--- config.mk ---
export PLATFORM = sky130hd
export DESIGN_NAME = oled_init_seq
export DESIGN_NICKNAME = d
export VERILOG_FILES = /design/src/rtl/oled_init_seq_pkg.sv /design/src/rtl/oled_init_seq_spi_byte_tx.sv /design/src/rtl/oled_init_seq.sv
export SDC_FILE = /design/constraint.sdc
export NUM_CORES = 1
export LEC_CHECK = 0
export ABC_CLOCK_PERIOD_IN_PS = 2600
export CAP_MARGIN = 20
export CORE_MARGIN = 3
export CORE_UTILIZATION = 50
export CTS_CLUSTER_DIAMETER = 80
export DETAILED_ROUTE_END_ITERATION = 10
export PLACE_DENSITY = 0.7
export SYNTH_ARGS = -nofsm -noshare
export SYNTH_HDL_FRONTEND = slang
export SYNTH_SLANG_ARGS = --single-unit
--- constraint.sdc ---
create_clock -name clk -period 2.6 [get_ports clk]
set_input_delay 0.39 -clock clk [delete_from_list [all_inputs] [get_ports clk]]
set_output_delay 0.39 -clock clk [all_outputs]
set_load 0.05 [all_outputs]
--- src/rtl/oled_init_seq_pkg.sv ---
// rtl/oled_init_seq_pkg.sv - shared types, opcodes and SSD1306 command bytes for the OLED init sequencer
package oled_init_seq_pkg;

    typedef enum logic [2:0] {
        INIT_IDLE       = 3'd0,
        INIT_STEP_FETCH = 3'd1,
        INIT_SPI_SEND   = 3'd2,
        INIT_SPI_WAIT   = 3'd3,
        INIT_DLY_REQ    = 3'd4,
        INIT_DLY_WAIT   = 3'd5,
        INIT_DLY_REL    = 3'd6,
        INIT_DONE       = 3'd7
    } init_state_e;

    typedef enum logic [1:0] {
        TX_IDLE  = 2'd0,
        TX_SHIFT = 2'd1,
        TX_GAP   = 2'd2
    } tx_state_e;

    typedef enum logic [1:0] {
        OP_ACT  = 2'd0,
        OP_DLY  = 2'd1,
        OP_BYTE = 2'd2,
        OP_END  = 2'd3
    } step_op_e;

    typedef enum logic [1:0] {
        PIN_VDD  = 2'd0,
        PIN_RES  = 2'd1,
        PIN_VBAT = 2'd2,
        PIN_NONE = 2'd3
    } pin_sel_e;

    // arg holds the byte, the delay in ms, or {level, pin} for a pin action
    typedef struct packed {
        step_op_e    op;
        logic [11:0] arg;
    } step_t;

    localparam int STEP_W = 5;

    localparam logic [7:0] CMD_DISP_OFF    = 8'hAE;
    localparam logic [7:0] CMD_DISP_ON     = 8'hAF;
    localparam logic [7:0] CMD_CHARGE_PUMP = 8'h8D;
    localparam logic [7:0] CMD_CP_ENABLE   = 8'h14;
    localparam logic [7:0] CMD_PRECHARGE   = 8'hD9;
    localparam logic [7:0] CMD_PRECHG_VAL  = 8'hF1;
    localparam logic [7:0] CMD_CONTRAST    = 8'h81;
    localparam logic [7:0] CMD_CONTR_VAL   = 8'h0F;
    localparam logic [7:0] CMD_SEG_REMAP   = 8'hA1;
    localparam logic [7:0] CMD_COM_SCAN    = 8'hC8;
    localparam logic [7:0] CMD_COM_CFG     = 8'hDA;
    localparam logic [7:0] CMD_COM_CFG_VAL = 8'h20;

    function automatic step_t step_act(input pin_sel_e pin, input logic level);
        return '{op: OP_ACT, arg: {9'd0, level, pin}};
    endfunction

    function automatic step_t step_dly(input logic [11:0] ms);
        return '{op: OP_DLY, arg: ms};
    endfunction

    function automatic step_t step_byte(input logic [7:0] b);
        return '{op: OP_BYTE, arg: {4'd0, b}};
    endfunction

    function automatic step_t step_end();
        return '{op: OP_END, arg: 12'd0};
    endfunction

endpackage

--- src/rtl/oled_init_seq_spi_byte_tx.sv ---
// rtl/oled_init_seq_spi_byte_tx.sv - write-only mode-3 SPI byte shifter, MSB first
module spi_byte_tx
    import oled_init_seq_pkg::*;
#(
    parameter int SPI_DIV = 4
) (
    input  logic       clk,
    input  logic       rst,
    input  logic       send,
    input  logic [7:0] data,
    output logic       busy,
    output logic       tx_done,
    output logic       cs_n,
    output logic       sclk,
    output logic       mosi
);

    localparam logic [7:0] DIV_M1 = 8'(SPI_DIV - 1);

    tx_state_e   state_q, state_d;
    logic [7:0]  cnt_q, cnt_d;
    logic [2:0]  bit_q, bit_d;
    logic [7:0]  shreg_q, shreg_d;
    logic        cs_n_q, cs_n_d;
    logic        sclk_q, sclk_d;
    logic        mosi_q, mosi_d;
    logic        tx_done_q, tx_done_d;
    logic        phase_end;

    assign phase_end = (cnt_q == DIV_M1);

    always_ff @(posedge clk or posedge rst) begin
        if (rst) begin
            state_q   <= TX_IDLE;
            cnt_q     <= 8'd0;
            bit_q     <= 3'd0;
            shreg_q   <= 8'd0;
            cs_n_q    <= 1'b1;
            sclk_q    <= 1'b1;
            mosi_q    <= 1'b0;
            tx_done_q <= 1'b0;
        end else begin
            state_q   <= state_d;
            cnt_q     <= cnt_d;
            bit_q     <= bit_d;
            shreg_q   <= shreg_d;
            cs_n_q    <= cs_n_d;
            sclk_q    <= sclk_d;
            mosi_q    <= mosi_d;
            tx_done_q <= tx_done_d;
        end
    end

    always_comb begin
        state_d = state_q;
        case (state_q)
            TX_IDLE:  if (send) state_d = TX_SHIFT;
            TX_SHIFT: if (phase_end && sclk_q && bit_q == 3'd7) state_d = TX_GAP;
            TX_GAP:   if (phase_end) state_d = TX_IDLE;
            default:  state_d = TX_IDLE;
        endcase
    end

    // SCLK falls together with cs_n, so the last high phase doubles as the cs hold time
    always_comb begin
        cnt_d     = cnt_q;
        bit_d     = bit_q;
        shreg_d   = shreg_q;
        cs_n_d    = cs_n_q;
        sclk_d    = sclk_q;
        mosi_d    = mosi_q;
        tx_done_d = 1'b0;
        case (state_q)
            TX_IDLE: begin
                if (send) begin
                    cnt_d   = 8'd0;
                    bit_d   = 3'd0;
                    shreg_d = {data[6:0], 1'b0};
                    mosi_d  = data[7];
                    cs_n_d  = 1'b0;
                    sclk_d  = 1'b0;
                end
            end
            TX_SHIFT: begin
                if (!phase_end) begin
                    cnt_d = cnt_q + 8'd1;
                end else begin
                    cnt_d = 8'd0;
                    if (!sclk_q) begin
                        sclk_d = 1'b1;
                    end else if (bit_q == 3'd7) begin
                        cs_n_d = 1'b1;
                        mosi_d = 1'b0;
                    end else begin
                        sclk_d  = 1'b0;
                        bit_d   = bit_q + 3'd1;
                        mosi_d  = shreg_q[7];
                        shreg_d = {shreg_q[6:0], 1'b0};
                    end
                end
            end
            TX_GAP: begin
                tx_done_d = (cnt_q == 8'd0);
                cnt_d     = phase_end ? 8'd0 : cnt_q + 8'd1;
            end
            default: ;
        endcase
    end

    assign busy    = (state_q != TX_IDLE);
    assign tx_done = tx_done_q;
    assign cs_n    = cs_n_q;
    assign sclk    = sclk_q;
    assign mosi    = mosi_q;

endmodule

--- src/rtl/oled_init_seq.sv ---
// rtl/oled_init_seq.sv - SSD1306 power-up sequencer: supply/reset pins, delay requests and command bytes
module oled_init_seq
    import oled_init_seq_pkg::*;
#(
    parameter int          SPI_DIV   = 4,
    parameter logic [11:0] T_VDD_MS  = 12'd1,
    parameter logic [11:0] T_RES_MS  = 12'd1,
    parameter logic [11:0] T_VBAT_MS = 12'd100
) (
    input  logic        clk,
    input  logic        rst,
    input  logic        start,
    output logic        busy,
    output logic        done,
    output logic [11:0] delay_ms,
    output logic        delay_en,
    input  logic        delay_fin,
    output logic        spi_cs_n,
    output logic        spi_sclk,
    output logic        spi_mosi,
    output logic        dc,
    output logic        res_n,
    output logic        vdd_n,
    output logic        vbat_n
);

    init_state_e        state_q, state_d;
    logic [STEP_W-1:0]  idx_q, idx_d;
    logic [11:0]        arg_q, arg_d;
    logic               rel_cnt_q, rel_cnt_d;
    logic               busy_q, busy_d;
    logic               done_q, done_d;
    logic               delay_en_q, delay_en_d;
    logic [11:0]        delay_ms_q, delay_ms_d;
    logic               res_n_q, res_n_d;
    logic               vdd_n_q, vdd_n_d;
    logic               vbat_n_q, vbat_n_d;
    logic               spi_send;
    logic               spi_busy;
    logic               spi_tx_done;
    step_t              step;

    always_comb begin
        step = step_end();
        case (idx_q)
            5'd0:    step = step_act(PIN_VDD, 1'b0);
            5'd1:    step = step_dly(T_VDD_MS);
            5'd2:    step = step_byte(CMD_DISP_OFF);
            5'd3:    step = step_act(PIN_RES, 1'b0);
            5'd4:    step = step_dly(T_RES_MS);
            5'd5:    step = step_act(PIN_RES, 1'b1);
            5'd6:    step = step_dly(T_RES_MS);
            5'd7:    step = step_byte(CMD_CHARGE_PUMP);
            5'd8:    step = step_byte(CMD_CP_ENABLE);
            5'd9:    step = step_byte(CMD_PRECHARGE);
            5'd10:   step = step_byte(CMD_PRECHG_VAL);
            5'd11:   step = step_act(PIN_VBAT, 1'b0);
            5'd12:   step = step_dly(T_VBAT_MS);
            5'd13:   step = step_byte(CMD_CONTRAST);
            5'd14:   step = step_byte(CMD_CONTR_VAL);
            5'd15:   step = step_byte(CMD_SEG_REMAP);
            5'd16:   step = step_byte(CMD_COM_SCAN);
            5'd17:   step = step_byte(CMD_COM_CFG);
            5'd18:   step = step_byte(CMD_COM_CFG_VAL);
            5'd19:   step = step_byte(CMD_DISP_ON);
            default: step = step_end();
        endcase
    end

    always_ff @(posedge clk or posedge rst) begin
        if (rst) begin
            state_q    <= INIT_IDLE;
            idx_q      <= '0;
            arg_q      <= 12'd0;
            rel_cnt_q  <= 1'b0;
            busy_q     <= 1'b0;
            done_q     <= 1'b0;
            delay_en_q <= 1'b0;
            delay_ms_q <= 12'd0;
            res_n_q    <= 1'b1;
            vdd_n_q    <= 1'b1;
            vbat_n_q   <= 1'b1;
        end else begin
            state_q    <= state_d;
            idx_q      <= idx_d;
            arg_q      <= arg_d;
            rel_cnt_q  <= rel_cnt_d;
            busy_q     <= busy_d;
            done_q     <= done_d;
            delay_en_q <= delay_en_d;
            delay_ms_q <= delay_ms_d;
            res_n_q    <= res_n_d;
            vdd_n_q    <= vdd_n_d;
            vbat_n_q   <= vbat_n_d;
        end
    end

    always_comb begin
        state_d = state_q;
        case (state_q)
            INIT_IDLE:       if (start) state_d = INIT_STEP_FETCH;
            INIT_STEP_FETCH: begin
                case (step.op)
                    OP_ACT:  state_d = INIT_STEP_FETCH;
                    OP_DLY:  state_d = INIT_DLY_REQ;
                    OP_BYTE: state_d = INIT_SPI_SEND;
                    default: state_d = INIT_DONE;
                endcase
            end
            INIT_SPI_SEND:   if (!spi_busy) state_d = INIT_SPI_WAIT;
            INIT_SPI_WAIT:   if (spi_tx_done) state_d = INIT_STEP_FETCH;
            INIT_DLY_REQ:    state_d = INIT_DLY_WAIT;
            INIT_DLY_WAIT:   if (delay_fin) state_d = INIT_DLY_REL;
            INIT_DLY_REL:    if (rel_cnt_q) state_d = INIT_STEP_FETCH;
            INIT_DONE:       state_d = INIT_DONE;
            default:         state_d = INIT_IDLE;
        endcase
    end

    // SPI_SEND waits for the shifter to finish its cs_n idle gap before issuing send
    always_comb begin
        idx_d      = idx_q;
        arg_d      = arg_q;
        delay_ms_d = delay_ms_q;
        res_n_d    = res_n_q;
        vdd_n_d    = vdd_n_q;
        vbat_n_d   = vbat_n_q;
        rel_cnt_d  = (state_q == INIT_DLY_REL) ? ~rel_cnt_q : 1'b0;
        spi_send   = (state_q == INIT_SPI_SEND) && !spi_busy;
        delay_en_d = (state_d == INIT_DLY_WAIT);
        done_d     = (state_d == INIT_DONE);
        busy_d     = (state_d != INIT_IDLE) && (state_d != INIT_DONE);
        if (state_q == INIT_STEP_FETCH && step.op != OP_END) begin
            idx_d = idx_q + 5'd1;
            arg_d = step.arg;
            if (step.op == OP_ACT) begin
                case (pin_sel_e'(step.arg[1:0]))
                    PIN_VDD:  vdd_n_d  = step.arg[2];
                    PIN_RES:  res_n_d  = step.arg[2];
                    PIN_VBAT: vbat_n_d = step.arg[2];
                    default:  ;
                endcase
            end
        end
        if (state_q == INIT_DLY_REQ) delay_ms_d = arg_q;
    end

    spi_byte_tx #(
        .SPI_DIV (SPI_DIV)
    ) u_spi_byte_tx (
        .clk     (clk),
        .rst     (rst),
        .send    (spi_send),
        .data    (arg_q[7:0]),
        .busy    (spi_busy),
        .tx_done (spi_tx_done),
        .cs_n    (spi_cs_n),
        .sclk    (spi_sclk),
        .mosi    (spi_mosi)
    );

    assign busy     = busy_q;
    assign done     = done_q;
    assign delay_en = delay_en_q;
    assign delay_ms = delay_ms_q;
    assign res_n    = res_n_q;
    assign vdd_n    = vdd_n_q;
    assign vbat_n   = vbat_n_q;
    assign dc       = 1'b0;

endmodule

# Word-level counts from Yosys, hierarchy flattened
# Memory sizes are Yosys's and may differ from the RTL's.
# Cells that the tools add are included.
[word_totals]
ff_bits = 64
romBits = 320
inputBits = 4
out_inout_bits = 22
elab_cells = 115
memories = 1
[classes]
n_addsub = 3
eq_ne = 26
mux = 40
bitwise = 1
reduce_logical = 25
[memory_table]
columns = ["name", "words", "word_bits", "read_ports", "rd_ports_with_merged_regs", "write_ports", "line_no", "rtl"]
rows = [
  ["(name not given)", 32, 10, 1, 0, 0, "oled_init_seq.sv:45", "case (idx_q)"],
]
[op_table]
columns = ["op", "count"]
rows = [
  ["$mux W8", 6],
  ["$pmux W8 S2", 2],
  ["$mux W3", 9],
  ["$pmux W3 S8", 1],
  ["$eq A3 B3 Y1 const B", 7],
  ["$reduce_and A3 Y1", 5],
  ["$mux W1", 13],
  ["$ne A2 B1 Y1 const B", 5],
  ["$reduce_and A5 Y1", 2],
  ["$pmux W3 S3", 1],
  ["$add A8 B1 Y8 const B", 1],
  ["$eq A8 B2 Y1 const B", 1],
  ["$logic_not A8 Y1", 1],
  ["$eq A2 B1 Y1 const B", 3],
  ["$eq A2 B2 Y1 const B", 3],
  ["$eq A3 B2 Y1 const B", 2],
  ["$logic_not A2 Y1", 3],
  ["$mux W2", 3],
  ["$ne A2 B2 Y1 const B", 3],
  ["$pmux W1 S2", 3],
  ["$pmux W2 S3", 1],
  ["$pmux W3 S2", 1],
  ["$reduce_bool A2 Y1", 3],
  ["$add A5 B1 Y5 const B", 1],
  ["other kinds (11)", 15],
]

# Logic depth before layout (Yosys ltp)
# An unclocked memory read counts as a cell.
[depth]
ltp_word = 6
ltp_mapped = 9
mapped_depth_nobuf = 7

# Cells and area by module
# From an unflattened synthesis, not the netlist that was laid out.
[unflattened]
hier_cells = 301
hier_area_um2 = 3260.6
[modules_own_cells]
columns = ["mod", "n_inst", "cells_each", "area_per_inst_um2"]
rows = [
  ["oled_init_seq", 1, 176, 1863.0],
  ["spi_byte_tx", 1, 125, 1397.6],
]

# Least setup slack after synthesis
# Ideal clock, no wire load.
[synth_timing]
path_type = "reg2reg"
from = "register idx_q[0]"
to = "register arg_q[0]"
t_arrival_ps = 2130
required_ps = 2475
setup_slack_ps = 346
stages_incl_launch_ff = 9
n_path_buf = 2
synth_period_minus_slack_ps = 2254
cell_sequence = "dfrtp_1 -> inv_1 -> ha_1 -> buf_2 -> nor2b_1 -> o32a_1 -> a31oi_2 -> buf_4 -> mux2_2"
[synth_between]
elab_chain_len = 3
[synth_lines]
columns = ["item", "line_no", "rtl"]
rows = [
  ["start: declaration", "oled_init_seq.sv:28", "logic [STEP_W-1:0] idx_q, idx_d;"],
  ["start signal: assignment", "oled_init_seq.sv:85", "idx_q <= idx_d;"],
  ["$mem_v2 Z32 W10 (*)", "--", ""],
  ["$ne A2 B2 Y1", "oled_init_seq.sv:133", "if (state_q == INIT_STEP_FETCH && step.op != OP_END) begin"],
  ["$logic_and A1 B1 Y1", "oled_init_seq.sv:133", ""],
  ["end signal: assignment", "oled_init_seq.sv:86", "arg_q <= arg_d;"],
  ["end: declaration", "oled_init_seq.sv:29", "logic [11:0] arg_q, arg_d;"],
]
# Mark *: on every way between the ends. The rest lies on a longest branch, timed or not.
# A chain may end at the register's enable or synchronous reset.

# Final worst setup path
[layout_timing]
from = "register idx_q[2]"
to = "register arg_q[4]"
# Same word-level chain as after synthesis.

==> impl_metrics.toml <==
[global_route]
grt_pass1_vias = 2325
grt_usage_pct = 19.5
grt_max_degree = 56
antenna_found_initial = 0
grt.overflow.total = 0
grt_pass1_wl_mm = 11.5

[logic_synthesis]
synth_top_flop_cell = "dfrtp_1"
syn_area_per_cell_um2 = 9.88
synth-xor-area-share_pct = 0.831
synth_area_leaders = "dfrtp_1 (40%), ha_1 (5.5%), mux2_2 (4.3%)"
synth_seq_cells = 55
synth_fa_ha_area_share_pct = 5.54
synthArstFlopShare_pct = 100
synth_mux_area_share_pct = 7.91
synth_seq_area_share_pct = 43.7
yosysTopAreaCellShare_pct = 39.6
synth_top_family_by_area = "compound AO/OA/AOI/OAI gates"
syn-instance-count = 320
synth_top_area_cell = "dfrtp_1"
syn-cell-area_um2 = 3160
netlist-cell-type-count = 59
synth_edf_count = 0
yosys_warnings = 0
synth_compound_area_share_pct = 20.8
synthSimpleGateAreaFrac_pct = 15.0

[clocking]
clk_pin_slew_ps = 100
cts_resized = 0
holdBufCountCts = 0
cts_buffers = 5
postCtsSetupBuffers = 0
clock_latency_ps = 310
htree_levels = 2
cts_tree = "yes"
clock_path_buffers = 2
cts-root-buf = "clkbuf_8"
clock_sinks = 55

[timing]
skew_ps = 10.7
worstMarginPinSlew_ps = 792
rsz0062_at_grt = "false"
slew_violations = 0
maxSlewHeadroom_pct = 46.9
finalSetupViolCount = 0
fmax_ghz = 0.455
hold_viol = 0
min_period_over_period_pct = 84.5
setup_ws_ps = 402
min_period_ps = 2200
fin_setup_tns_ps = 0

[power_and_ir_drop]
powerDensity_nw_per_um2 = 716
power_frac_comb_pct = 36.2
vdd.ir_drop.worst_mv = 0.571
p_sw_uw = 939
p_int_mw = 1.58
pwr-share-seq_pct = 43.9
clockPowerShare_pct = 19.9
sw_frac_of_total_pct = 37.3
p_leak_nw = 1.52

[final_layout]
drive_gt1_share_pct = 12.7
num-fill-cells = 540
diodes = 0
design.final.nets = 356
area_growth_pct = 11.4
final_cell_area_um2 = 3520

[detailed_routing]
wirelength_mm = 6.60
dr.pass1.iters = 4
remaining_drc_errors = 0
ant_nets = 0
drt_iter0_markers = 163
num_vias = 2438
avgRoutedWirePerCell_um = 15.9
viasPerCell = 5.89

[die]
core-area_um2 = 6030
fp.dieH_um = 85.5
die_x_um = 85.5
start_util_pct = 52.5
io_pins = 26
rows = 28
die_area_um2 = 7320

[worst_hold_path]
hold_class = "input pin to asynchronous set/reset pin"

[place]
hpwl_mm = 4.69
io_buffers = 20
postPlaceCellArea_um2 = 3420
place.gp.congestion = 0.866
dpl_worst_slack_ps = 448

[critical_path]
crit_path_start_kind = "register"
cp.required_ps = 2800
arrival_ps = 2390
cp_max_fo = 21
worst_setup_path_end_kind = "register"
worst-setup-path-type = "register to register"

[job]
maxCapViolations = 0

[outcome]
status = "complete, no violations"
[registers in the layout, indices dropped and copies added, names as in the netlist, 2 cells and up]
signal and cells:
state_q 3, delay_ms 8, u_spi_byte_tx.state_q 2, u_spi_byte_tx.cnt_q 8, arg_q 8, idx_q 5
u_spi_byte_tx.shreg_q 7, u_spi_byte_tx.bit_q 3
[cell usage in the layout, fill, tap and decap left out, types with 5 or more instances in the layout]
| cell | synthesis | routed |
|---|---|---|
| nand3_1 | 9 | 9 |
| a31oi_1 | 6 | 6 |
| ha_1 | 14 | 14 |
| inv_1 | 19 | 18 |
| nor2_1 | 25 | 25 |
| dfrtp_1 | 50 | 50 |
| a21o_1 | 8 | 8 |
| o21ai_0 | 15 | 15 |
| a21oi_1 | 21 | 21 |
| a22oi_1 | 5 | 5 |
| mux2_2 | 12 | 12 |
| clkbuf_8 | 0 | 6 |
| nor2b_1 | 7 | 7 |
| conb_1 | 1 | 5 |
| nand2_1 | 14 | 14 |
| o22ai_1 | 14 | 14 |
| buf_4 | 6 | 7 |
| clkdlybuf4s50_1 | 0 | 20 |
| mux2i_1 | 10 | 10 |
| dfstp_2 | 5 | 5 |
[path summary, 6_finish.rpt]
check / cells after the start / to / from / slack [ps]
setup / recovery: 5 / arg_q[4]$_DFFE_PP0N_ / idx_q[2]$_DFFE_PP0N_ / 400
hold / removal: 3 / delay_en$_DFF_PP0_ / rst / 440
setup reg to reg: 5 / arg_q[4]$_DFFE_PP0N_ / idx_q[2]$_DFFE_PP0N_ / 400
hold reg to reg: 2 / vdd_n$_DFFE_PP1P_ / vdd_n$_DFFE_PP1P_ / 470
max in group asynchronous: 3 / u_spi_byte_tx.sclk$_DFFE_PP1P_ / rst / 1880
min in group clk: 2 / vdd_n$_DFFE_PP1P_ / vdd_n$_DFFE_PP1P_ / 470
[power groups by stage]
stage | Combinational, mW | Clock [mW] | Sequential, mW
after global placement | 0.885 | 0 | 1.11
final | 0.912 | 0.502 | 1.11
after global routing | 1.03 | 0.557 | 1.13
after CTS | 0.915 | 0.514 | 1.10
after floorplan | 0.679 | 0 | 1.14
after detailed placement | 0.912 | 0 | 1.12
[final cells by class]
cell class	count	area, um^2	share of cell area [%]
multi-input cells	229	1600	45.5
inverters	19	71.3	2.02
repair buffers	28	273	7.74
clock inverters	2	16.3	0.462
clock buffers	6	82.6	2.34
flip-flops and latches	55	1380	39.3
well taps	75	93.8	2.66
[routing by layer]
metal | share of wire (%) | track usage [%]
met4 | 1.4 | 5.47
met5 | 0 | 0
met3 | 3.9 | 3.84
met1 | 49 | 28.2
met2 | 45 | 29.9
[logic make-up (layout without fill, tap and decap cells)]
| logic type | count (synthesis) | in the layout |
|---|---|---|
| and+or+nand+nor | 85 | 85 |
| AOI/OAI and AO/OA | 99 | 99 |
| other | 1 | 5 |
| buffers and inverters | 40 | 55 |
| adders and majority gates | 14 | 14 |
| xor gates and xnor gates | 3 | 3 |
| muxes | 23 | 23 |
| DFF | 55 | 55 |
[synthesized netlist by cell type, drive strengths merged, types with 3 or more instances]
master and n:
a21o 8, nor2b 7, dfstp 5, o21a 4
nor3 5, o22ai 14, nand3 10, inv 19
mux2 13, xnor2 3, a22oi 5, o211ai 4
mux2i 10, o21ai 17, and3 4, nand2 14
a22o 3, ha 14, nand2b 3, dfrtp 50
nor4 3, a21oi 21, a211oi 3, a31oi 7
nor2 25, nand4 4, buf 19
[stage by stage]
stage          util (%)  hold WS [ps]  cells  total power [mW]
2_1_floorplan         -           441    324              1.82
3_3_place_gp       56.8           461    406              2.00
3_5_place_dp       56.8           459    406              2.03
4_1_cts            58.5           452    414              2.53
5_1_grt            58.5           481    414              2.71
6_report           58.5           442    414              2.52
[critical path, cell delays in order, from the launching register on]
cell	delay [ps]
dfrtp_1	720
nor2b_1	190
o32a_1	400
a31oi_2	150
buf_4	260
mux2_2	350
Note: power is estimated with default switching activity, not from simulation.
